**src/rtl/cordic_hyp_engine.sv**
```systemverilog
// Iterative hyperbolic CORDIC: cosh/sinh/exp of a WI.WF angle; tanh via linear-vectoring
// division when CORDIC_HYP_DIV_EN is defined. Intended for WF <= 31.
module cordic_hyp_engine #(
  parameter int WI    = 4,
  parameter int WF    = 16,
  parameter int NITER = 16
) (
  input  logic                    iClk,
  input  logic                    iRst,
  input  logic                    iStart,
  input  logic                    iMode,
  input  logic signed [WI+WF-1:0] iZ,
  output logic                    oBusy,
  output logic                    oDone,
  output logic signed [WI+WF-1:0] oCosh,
  output logic signed [WI+WF-1:0] oSinh,
  output logic signed [WI+WF-1:0] oExp,
  output logic signed [WI+WF-1:0] oTanh,
  output logic                    oOvf
);
  localparam int W  = WI + WF;
  localparam int IW = $clog2(WF + 1);
  localparam logic [63:0] KINV64 = ((64'd1207497068 << WF) + 64'd500000000) / 64'd1000000000;
  localparam logic [63:0] OVF64  = (64'd1118 << WF) / 64'd1000;

  // atanh(2^-i) with 32 fractional bits; beyond i=10 it equals 2^-i to that precision.
  function automatic logic [63:0] atanh_q32(input int i);
    case (i)
      1:       atanh_q32 = 64'd2359251925;
      2:       atanh_q32 = 64'd1096989674;
      3:       atanh_q32 = 64'd539693625;
      4:       atanh_q32 = 64'd268785803;
      5:       atanh_q32 = 64'd134261444;
      6:       atanh_q32 = 64'd67114326;
      7:       atanh_q32 = 64'd33555115;
      8:       atanh_q32 = 64'd16777301;
      9:       atanh_q32 = 64'd8388619;
      10:      atanh_q32 = 64'd4194305;
      default: atanh_q32 = (i <= 32) ? (64'd1 << (32 - i)) : 64'd0;
    endcase
  endfunction

  logic signed [W-1:0] atanh_tab [0:WF];
  assign atanh_tab[0] = '0;
  genvar gi;
  generate
    for (gi = 1; gi <= WF; gi++) begin : g_atanh
      localparam logic [63:0] A32 = atanh_q32(gi);
      assign atanh_tab[gi] = W'((A32 + (64'd1 << (31 - WF))) >> (32 - WF));
    end
  endgenerate

  typedef enum logic [1:0] {IDLE, ROT, DIV, DONE} state_t;
  state_t              state_reg;
  logic signed [W-1:0] x_reg, y_reg, z_reg;
  logic [IW-1:0]       idx_reg;
  logic                rep_reg;

  logic signed [W-1:0] x_sh, y_sh, ang, x_rot, y_rot, z_rot;
  logic                z_pos, is_rep, last_rot, ovf_next;
  logic [W:0]          z_ext, z_abs;

  always_comb begin
    x_sh     = x_reg >>> idx_reg;
    y_sh     = y_reg >>> idx_reg;
    ang      = atanh_tab[idx_reg];
    z_pos    = ~z_reg[W-1];
    x_rot    = z_pos ? x_reg + y_sh : x_reg - y_sh;
    y_rot    = z_pos ? y_reg + x_sh : y_reg - x_sh;
    z_rot    = z_pos ? z_reg - ang  : z_reg + ang;
    is_rep   = (int'(idx_reg) == 4) || (int'(idx_reg) == 13) || (int'(idx_reg) == 40);
    last_rot = (int'(idx_reg) == NITER) && !(is_rep && !rep_reg);
    z_ext    = {iZ[W-1], iZ};
    z_abs    = z_ext[W] ? (~z_ext + 1'b1) : z_ext;
    ovf_next = z_abs > OVF64[W:0];
  end

`ifdef CORDIC_HYP_DIV_EN
  localparam logic [W-1:0] ONE = W'(64'd1 << WF);
  logic signed [W-1:0] r_reg, q_reg, tanh_reg, r_div, q_div, q_step;
  logic                mode_reg, last_div;

  // Residual r is driven toward zero while q accumulates r0/x, i.e. sinh/cosh.
  always_comb begin
    q_step   = ONE >> idx_reg;
    r_div    = r_reg[W-1] ? r_reg + x_sh   : r_reg - x_sh;
    q_div    = r_reg[W-1] ? q_reg - q_step : q_reg + q_step;
    last_div = int'(idx_reg) == NITER - 1;
  end
  assign oTanh = tanh_reg;
`else
  logic mode_unused;
  assign mode_unused = iMode;
  assign oTanh       = '0;
`endif

  always_ff @(posedge iClk) begin
    if (!iRst) begin
      state_reg <= IDLE;
      x_reg     <= '0;
      y_reg     <= '0;
      z_reg     <= '0;
      idx_reg   <= '0;
      rep_reg   <= 1'b0;
      oBusy     <= 1'b0;
      oDone     <= 1'b0;
      oOvf      <= 1'b0;
      oCosh     <= '0;
      oSinh     <= '0;
      oExp      <= '0;
`ifdef CORDIC_HYP_DIV_EN
      r_reg     <= '0;
      q_reg     <= '0;
      tanh_reg  <= '0;
      mode_reg  <= 1'b0;
`endif
    end else begin
      oDone <= 1'b0;
      case (state_reg)
        IDLE: if (iStart) begin
          x_reg     <= KINV64[W-1:0];
          y_reg     <= '0;
          z_reg     <= iZ;
          idx_reg   <= IW'(1);
          rep_reg   <= 1'b0;
          oOvf      <= ovf_next;
          oBusy     <= 1'b1;
          state_reg <= ROT;
`ifdef CORDIC_HYP_DIV_EN
          mode_reg  <= iMode;
`endif
        end
        ROT: begin
          x_reg <= x_rot;
          y_reg <= y_rot;
          z_reg <= z_rot;
          // Repeated indices run twice to keep the hyperbolic sequence convergent.
          if (is_rep && !rep_reg) begin
            rep_reg <= 1'b1;
          end else begin
            rep_reg <= 1'b0;
            idx_reg <= idx_reg + 1'b1;
          end
          if (last_rot) begin
`ifdef CORDIC_HYP_DIV_EN
            if (mode_reg) begin
              state_reg <= DIV;
              idx_reg   <= '0;
              r_reg     <= y_rot;
              q_reg     <= '0;
            end else
`endif
            begin
              state_reg <= DONE;
              oCosh     <= x_rot;
              oSinh     <= y_rot;
              oExp      <= x_rot + y_rot;
`ifdef CORDIC_HYP_DIV_EN
              tanh_reg  <= '0;
`endif
            end
          end
        end
`ifdef CORDIC_HYP_DIV_EN
        DIV: begin
          r_reg   <= r_div;
          q_reg   <= q_div;
          idx_reg <= idx_reg + 1'b1;
          if (last_div) begin
            state_reg <= DONE;
            oCosh     <= x_reg;
            oSinh     <= y_reg;
            oExp      <= x_reg + y_reg;
            tanh_reg  <= q_div;
          end
        end
`endif
        DONE: begin
          oDone     <= 1'b1;
          oBusy     <= 1'b0;
          state_reg <= IDLE;
        end
        default: state_reg <= IDLE;
      endcase
    end
  end
endmodule

```
**config.mk**
```make
export PLATFORM = sky130hd
export DESIGN_NAME = cordic_hyp_engine
export DESIGN_NICKNAME = d
export VERILOG_FILES = /design/src/rtl/cordic_hyp_engine.sv
export SDC_FILE = /design/constraint.sdc
export NUM_CORES = 1
export LEC_CHECK = 0
export CAP_MARGIN = 10
export CORE_ASPECT_RATIO = 0.6
export CORE_MARGIN = 2
export CORE_UTILIZATION = 46
export DETAILED_ROUTE_END_ITERATION = 6
export GPL_TIMING_DRIVEN = 0
export PLACE_DENSITY = 0.66
export REMOVE_ABC_BUFFERS = 1
export SLEW_MARGIN = 30
export SYNTH_ARGS = -nofsm -noshare
export SYNTH_HDL_FRONTEND = slang
export SYNTH_SLANG_ARGS = --single-unit
```
**constraint.sdc**
```tcl
create_clock -name iClk -period 7.3 [get_ports iClk]
set_input_delay 1.46 -clock iClk [delete_from_list [all_inputs] [get_ports iClk]]
set_output_delay 1.46 -clock iClk [all_outputs]
set_load 0.005 [all_outputs]
```
==> out/qor.csv, run 1 <==
stage;metric;value;unit
logic_synthesis;synth.distinct_cells;95;
clocking;clk_path_buf_depth;2;
grt;overflow;0;
clocking;post_cts_hold_buffer_count;0;
min_path;min_from;oSinh[13];
clocking;htreeDepth;4;
clocking;clock_sinks;131;
setup_path;crit_type;flop to flop;
logic_synthesis;synth_edf_count;0;
setup_path;crit_fanout;23;
setup_path;critPathLaunch;idx_reg[1];
setup_path;slowest_stage;mux4_2;
status;outcome;complete, no violations;
min_path;hp-class;flop to flop;
clocking;clk_latency;450;ps
logic_synthesis;seq_area_frac_synth;0.207;
routing;drc;0;
cells_and_area;antenna_cells;0;
grt;grt_usage;0.284;
timing;hold_viol;0;
setup_path;crit_cells;28;
grt;grt_pass1_wl;64.2;mm
grt;use_met3;0.104;
timing;layout_worst_path_cycle_share;0.958;
logic_synthesis;synthFlopType;dfxtp_1;
floorplanning;design.portCount;107;
grt;grt_pass1_vias;11300;
setup_path;r2r_cells;28;
cells_and_area;final_util;0.547;
cells_and_area;syn_to_final_growth;15.5;%
timing;finalSetupViolCount;0;
routing;ant_nets;0;
clocking;cts_buffers;17;
floorplanning;die_w;218;microns
cells_and_area;layout_common_cells;219 x nand2_1, 131 x nor2_1, 124 x dfxtp_1, 110 x a21oi_1, 87 x ha_1;
timing;layout_min_cycle_time;6990;ps
floorplanning;core;0.0267;sq mm
routing;avgViaCountPerCell;6.11;
grt;top_usage_layer;met1;
grt;antenna_found_initial;0;
setup_path;critical_path.top_delay_family;compound AO/OA/AOI/OAI gates;
floorplanning;start_util;0.474;
placed_design;port_buffers;85;
job;cap_violations;0;
floorplanning;die_y;132;microns
cells_and_area;drive_gt1_frac;0.0954;
logic_synthesis;synth.cell_area;0.0127;sq mm
logic_synthesis;ys_seq_elements;131;
routing;num_vias;12300;
grt;gr-usage-met1;0.437;
logic_synthesis;synth_cells;1605;
setup_path;worstPathRequired;7670;ps
timing;rsz0062_at_grt;false;
setup_path;crit_arrival;7370;ps
placed_design;place_congestion;1.01;
timing;holdWs;460;ps
floorplanning;rows;46;
floorplanning;dieArea;0.0289;sq mm
logic_synthesis;yosysWarnings;0;
setup_path;r2r_setup_slack;310;ps
timing;finClkSkew;11.3;ps
timing;report.final.slew_viol_count;0;
setup_path;r2r_end;oExp[19];
routing;first_pass_iters;6;
setup_path;worstSetupStartpointType;flop;
setup_path;setup.worst_path.end;oExp[19];
setup_path;rr_startpoint;idx_reg[1];
cells_and_area;nets;1759;
timing;max_slew_margin;0.374;
routing;wl_per_cell;20.4;microns
placed_design;dp_hpwl;30.9;mm
routing;routed_wl;41.1;mm
logic_synthesis;async_flop_share;0;
grt;grt_util_met2;0.370;
clocking;cts_tree;built;
clocking;path_clk_slew;60;ps
setup_path;crit_buf_inv;2;
timing;fmax;143;MHz
logic_synthesis;syn_avg_cell_area;7.89;sq um
routing;drt_iter0_markers;1069;
setup_path;crit_path_max_incr_delay;520;ps
clocking;root_buffer;clkbuf_16;
setup_path;worst_setup_path_end_kind;flop;
timing;tightest_slew;938;ps
grt;grt_max_degree;62;
cells_and_area;layout_commonest_cell;nand2_1;
## cell families (layout without fill, tap and decap cells)
family,after synthesis,count (layout),synth area share
buf+inv,171,204,0.0630
flops,131,131,0.207
fa+ha+maj,91,91,0.0923
other cells,1,20,0.000296
simple gates,527,527,0.191
mux,79,79,0.0968
compound gates,489,489,0.268
xor+xnor,116,116,0.0820
## worst register-to-register path: cells and delay by family, from the launching register on
kind,cells,cell delay [ps]
flops,1,370
simple gates,4,940
xor+xnor,3,770
buf+inv,2,340
fa+ha+maj,3,890
compound gates,14,2760
mux,2,870
## layout make-up
type	count	area, sq um
inverters	52	203
clock buffers	22	464
repair buffers	120	1340
flip-flops and latches	131	2640
clock inverters	10	124
multi-input cells	1322	9390
well taps	360	450
fillers	2480	12100
## how the worst min path moves through the flow
stage,to,depth (start not counted)
3_5_place_dp,oSinh[13],2
4_1_cts,oSinh[13],2
2_1_floorplan,x_reg[0],2
5_1_grt,oCosh[18],2
6_report,oSinh[13],2
3_3_place_gp,oSinh[17],2
## layer usage
metal | routed length, microns | share of wire | vias to the layer above
met2 | 15700 | 0.38 | 516
li1 | - | - | 5890
met3 | 5030 | 0.12 | 32
met4 | 361 | 0.0088 | 0
met5 | 0 | 0 | -
met1 | 20000 | 0.49 | 5884
## repair_timing
item / CTS / global route
pin swaps: 2 / 1
setup buffers: 3 / 9
resized for setup: 7 / 10
endpoints found under the setup margin: 4 / 4
gates cloned: 0 / 1
## synth_stat cells (5+ instances only)
| cell type | instances | share of area |
|---|---|---|
| a211o_1 | 5 | 0.0035 |
| a211oi_1 | 8 | 0.0047 |
| a21boi_0 | 36 | 0.021 |
| a21o_1 | 22 | 0.013 |
| a21oi_1 | 110 | 0.043 |
| a221o_1 | 5 | 0.0040 |
| a22oi_1 | 39 | 0.023 |
| a311oi_1 | 12 | 0.0083 |
| a31oi_1 | 30 | 0.015 |
| and2_1 | 26 | 0.013 |
| and3_1 | 10 | 0.0049 |
| buf_1 | 7 | 0.0021 |
| buf_2 | 13 | 0.0051 |
| buf_4 | 26 | 0.015 |
| clkbuf_1 | 68 | 0.020 |
| dfxtp_1 | 131 | 0.21 |
| ha_1 | 87 | 0.086 |
| inv_1 | 48 | 0.014 |
| mux2_2 | 7 | 0.0062 |
| mux2i_1 | 35 | 0.028 |
| mux4_2 | 32 | 0.057 |
| nand2_1 | 219 | 0.065 |
| nand2b_1 | 21 | 0.010 |
| nand3_1 | 19 | 0.0075 |
| nor2_1 | 135 | 0.040 |
| nor2b_1 | 33 | 0.016 |
| nor3_1 | 27 | 0.011 |
| nor3b_1 | 12 | 0.0071 |
| o211a_1 | 11 | 0.0087 |
| o211ai_1 | 12 | 0.0071 |
| o21a_1 | 20 | 0.012 |
| o21ai_0 | 77 | 0.030 |
| o21bai_1 | 14 | 0.0083 |
| o221a_2 | 8 | 0.0071 |
| o221ai_1 | 7 | 0.0048 |
| o22ai_1 | 8 | 0.0040 |
| o31ai_1 | 10 | 0.0059 |
| or3_1 | 6 | 0.0030 |
| xnor2_1 | 65 | 0.045 |
| xor2_1 | 49 | 0.034 |
## stage by stage
stage	setup TNS [ps]	cell area, sq um	instances	setup slack, ps
finish	0	14600	2017	307
detailed placement	-664	13800	1972	-391
global placement	-233350	13400	1950	-4220
floorplan	-2590	12100	1505	-588
CTS	0	14500	2007	35.2
global route	0	14600	2017	42.5
Power of run 1 is left out: the tool's default activity adds up to more than one toggle a clock period on the data nets, which glitch-free logic cannot reach.
==> run 2: changes to the inputs <==
--- a/config.mk
+++ b/config.mk
@@ -10,6 +10,5 @@
 export CORE_MARGIN = 2
-export CORE_UTILIZATION = 46
+export CORE_UTILIZATION = 45
 export DETAILED_ROUTE_END_ITERATION = 6
 export GPL_TIMING_DRIVEN = 0
-export PLACE_DENSITY = 0.66
 export REMOVE_ABC_BUFFERS = 1
==> constraint.sdc (replaced) <==
create_clock -name iClk -period 7.3 [get_ports iClk]
set_input_delay 1.825 -clock iClk [delete_from_list [all_inputs] [get_ports iClk]]
set_output_delay 1.825 -clock iClk [all_outputs]
set_load 0.005 [all_outputs]
==> out/qor.csv, run 2 (synthesis results as in run 1) <==
stage;metric;value;unit
floorplanning;rows;47;
routing;drc;0;
routing;dr.max_layer_used;met4;
cells_and_area;multi_input_area;0.00942;sq mm
timing;report.final.slew_viol_count;0;
timing;layout_worst_path_cycle_share;0.947;
grt;antenna_found_initial;1;
setup_path;worstSetupStartpointType;flop;
routing;wl_met3;4.13;mm
setup_path;crit_type;flop to flop;
grt;overflow;0;
status;outcome;complete, no violations;
clocking;path_clk_slew;60;ps
grt;grt_pass1_vias;11000;
timing;max_slew_margin;0.375;
floorplanning;die_y;134;microns
clocking;cts_buffers;17;
floorplanning;die_w;221;microns
clocking;clk_latency;450;ps
setup_path;crit_arrival;7290;ps
clocking;root_buffer;clkbuf_16;
timing;finalSetupTns;0;ps
routing;routed_wl;41.8;mm
timing;rsz0062_at_grt;false;
placed_design;port_buffers;85;
cells_and_area;layout_common_cells;219 x nand2_1, 132 x nor2_1, 124 x dfxtp_1, 108 x a21oi_1, 87 x ha_1;
clocking;clk_path_buf_depth;2;
routing;drt_iter0_markers;1175;
routing;wl_per_cell;20.7;microns
routing;wl_met1;21.6;mm
routing;avgViaCountPerCell;6.11;
cells_and_area;antenna_cells;0;
placed_design;dp_hpwl;31.2;mm
timing;tightest_slew;922;ps
grt;grt_pass1_wl;64.4;mm
cells_and_area;n_fill_cell;2691;
cells_and_area;syn_to_final_growth;15.2;%
floorplanning;design.portCount;107;
job;cap_violations;0;
floorplanning;start_util;0.458;
routing;first_pass_iters;6;
floorplanning;core;0.0276;sq mm
min_path;hp-class;flop to flop;
grt;grt_usage;0.284;
setup_path;worstPathRequired;7680;ps
timing;fmax;145;MHz
clocking;cts_tree;built;
timing;layout_min_cycle_time;6920;ps
routing;num_vias;12300;
timing;hold_viol;0;
floorplanning;dieArea;0.0295;sq mm
clocking;clock_sinks;131;
routing;ant_nets;0;
timing;finClkSkew;14.6;ps
cells_and_area;register_area;0.00265;sq mm
cells_and_area;nets;1753;
cells_and_area;drive_gt1_frac;0.0963;
cells_and_area;layout_commonest_cell;nand2_1;
setup_path;crit_fanout;50;
placed_design;place_congestion;0.954;
setup_path;worst_setup_path_end_kind;flop;
cells_and_area;final_util;0.527;
clocking;htreeDepth;4;
timing;finalSetupViolCount;0;
routing;dr_wl_met2;15.7;mm
grt;grt_max_degree;68;
[run 2: cell count changes in the layout (fill, tap and decap cells not counted), moves of 2 or more]
cell        change
a21oi_1         -2
buf_8           -2
clkinvlp_4      -2
a21oi_2         +2
dfxtp_2         -2
dfxtp_4         +2
inv_6           +3
clkbuf_1        -2
buf_4           -2
[run 2: per-stage QoR]
step | hold slack (ps) | instances | cell area [sq um] | setup WS [ps]
2_1_floorplan | 448 | 1505 | 12100 | -588
3_3_place_gp | 453 | 1957 | 13400 | -3930
3_5_place_dp | 456 | 1974 | 13700 | -362
4_1_cts | 465 | 2009 | 14400 | 1.30
5_1_grt | 480 | 2018 | 14600 | 18.2
6_report | 461 | 2018 | 14600 | 384
[run 2: repair_timing]
action                                  4_1_cts  5_1_grt
endpoints found under the setup margin        4        6
resized for setup                             1       21
buffers inserted                              3        8
gates cloned                                  0        1
hold buffers                                  0        0
pin swaps                                     2        1
[run 2: worst max-delay path: stages (launching register included)]
cell and delay [ps]:
dfxtp_4 440, buf_16 260, mux4_2 560, mux2_2 300, a221oi_1 280, a221o_1 320
ha_1 220, and3_2 260, nor2_1 70, xor2_1 180, ha_1 380, o2111ai_1 270
nand3_2 220, o21ai_0 160, xnor2_2 280, ha_1 330, inv_1 70, o21ai_0 100
a2111o_1 410, o21ai_0 100, o31ai_2 140, o31ai_2 230, buf_4 170, o31a_1 210
o21ai_1 150, a31oi_1 270, xor3_1 270, a21oi_1 140
[run 2: layout make-up]
class / count / area share
inverter: 52 / 0.0136
multi-input combinational: 1322 / 0.646
timing repair buffer: 114 / 0.0858
tap: 367 / 0.0315
sequential: 131 / 0.182
clock inverter: 11 / 0.00790
clock buffer: 21 / 0.0331
[run 2: layer usage]
metal | vias to the layer above | GRT usage
li1 | 5879 | -
met1 | 5955 | 0.454
met2 | 471 | 0.368
met3 | 24 | 0.0834
met4 | 0 | 0.0470
met5 | - | 0
[run 2: worst paths after layout]
path                    from         to  slack (ps)  cells after the start
setup / recovery  idx_reg[2]   oExp[19]         380                     27
hold / removal     oSinh[13]  oSinh[13]         460                      2
hold reg to reg    oSinh[13]  oSinh[13]         460                      2
setup reg to reg  idx_reg[2]   oExp[19]         380                     27
Power of run 2 is left out for the same reason.
==> run 3: changes to the inputs <==
Clock period 7.3 ns to 6.4 ns, I/O delays scaled along.
==> out/qor.csv, run 3 (synthesis results as in run 1) <==
stage;metric;value;unit
floorplanning;die_y;134;microns
timing;tightest_slew;921;ps
cells_and_area;layout_commonest_cell;nand2_1;
setup_path;worst_setup_path_end_kind;flop;
floorplanning;core;0.0276;sq mm
clocking;root_buffer;clkbuf_16;
cells_and_area;syn_to_final_growth;22.0;%
timing;fmax;156;MHz
timing;finalSetupViolCount;0;
clocking;clk_path_buf_depth;2;
setup_path;worstPathRequired;6780;ps
clocking;clock_sinks;131;
routing;num_vias;12600;
setup_path;slowest_stage;a2111o_1;
setup_path;r2r_setup_slack;3;ps
routing;drc;0;
routing;avgViaCountPerCell;6.12;
clocking;path_clk_slew;70;ps
floorplanning;start_util;0.458;
floorplanning;rows;47;
floorplanning;design.portCount;107;
min_path;whs_path_depth;2;
grt;grt_pass1_vias;11200;
setup_path;crit_type;flop to flop;
cells_and_area;antenna_cells;0;
setup_path;worstSetupStartpointType;flop;
placed_design;post-place-ws;-1260;ps
grt;grt_usage;0.291;
grt;grt_pass1_wl;65.7;mm
setup_path;crit_fanout;11;
setup_path;r2r_cells;27;
floorplanning;die_w;221;microns
cells_and_area;n_fill_cell;2607;
placed_design;place_inst;1974;
routing;first_pass_iters;5;
timing;max_slew_margin;0.385;
min_path;hp-class;flop to flop;
status;outcome;complete, no violations;
cells_and_area;nets;1791;
timing;report.final.slew_viol_count;0;
clocking;cts_tree;built;
cells_and_area;drive_gt1_frac;0.154;
min_path;whs_endpoint;oSinh[13];
floorplanning;dieArea;0.0295;sq mm
routing;ant_nets;0;
placed_design;dp_hpwl;31.2;mm
cells_and_area;stdcell_count;2056;
setup_path;rr_startpoint;idx_reg[1];
setup_path;crit_arrival;6780;ps
placed_design;place_congestion;0.954;
timing;rsz0062_at_grt;true;
routing;drt_iter0_markers;1288;
grt;grt_max_degree;68;
clocking;clk_latency;450;ps
timing;layout_min_cycle_time;6400;ps
grt;antenna_found_initial;0;
grt;overflow;0;
job;cap_violations;0;
timing;hold_viol;0;
min_path;min_from;oSinh[13];
setup_path;r2r_end;oExp[19];
cells_and_area;design_area;0.0154;sq mm
routing;wl_per_cell;21.1;microns
clocking;htreeDepth;4;
timing;finalSetupTns;0;ps
timing;finClkSkew;13.7;ps
clocking;cts_buffers;17;
timing;setup_ws;3.13;ps
cells_and_area;layout_common_cells;218 x nand2_1, 128 x nor2_1, 124 x dfxtp_1, 98 x a21oi_1, 84 x clkdlybuf4s50_1;
placed_design;port_buffers;85;
timing;layout_worst_path_cycle_share;1.00;
placed_design;place_area;0.0137;sq mm
routing;routed_wl;43.5;mm
setup_path;crit_path_max_incr_delay;440;ps
-- run 3: timing repair --
action	in CTS	in global routing
resized for setup	41	68
hold buffers	0	0
endpoints found under the setup margin	8	8
pin swaps	9	30
buffers inserted	16	30
cloned	3	1
-- run 3: worst max path at each step --
stage,slack [ps],startpoint,cells past startpoint,end
after CTS,-30,idx_reg[0],22,oExp[19]
after global placement,-4830,idx_reg[0],6,oExp[1]
final,3,idx_reg[1],27,oExp[19]
after detailed placement,-1260,idx_reg[1],27,oExp[19]
after floorplan,-1490,idx_reg[0],26,oExp[19]
after global routing,-180,idx_reg[3],24,oExp[19]
-- run 3: metrics by stage --
step                 util  hold WS (ps)
floorplan               -           448
global placement    0.486           453
detailed placement  0.497           456
CTS                 0.534           465
global route        0.558           480
finish              0.558           461
-- run 3: per-layer routing --
metal	global-route usage	vias to the layer above	wire (microns)
met3	0.0916	38	4360
met5	0	-	0
met1	0.460	6053	22100
met4	0.0533	0	482
li1	-	5952	-
met2	0.377	532	16500
-- run 3: worst max-delay path, delay by kind of cell, from the launching register on --
| family | cells | cell delay (ps) |
|---|---|---|
| fa+ha+maj | 3 | 900 |
| buf+inv | 3 | 620 |
| flops | 1 | 370 |
| compound gates | 14 | 2760 |
| simple gates | 4 | 920 |
| xor+xnor | 3 | 750 |
-- run 3: final cells by class --
cell class	count	area, sq um	area share
Clock buffer	21	482	0.0312
Multi-Input combinational cell	1322	9900	0.642
Timing Repair Buffer	152	1620	0.105
Tap cell	367	459	0.0297
Clock inverter	11	115	0.00746
Inverter	52	206	0.0134
Sequential cell	131	2650	0.171
Power of run 3 is left out for the same reason.
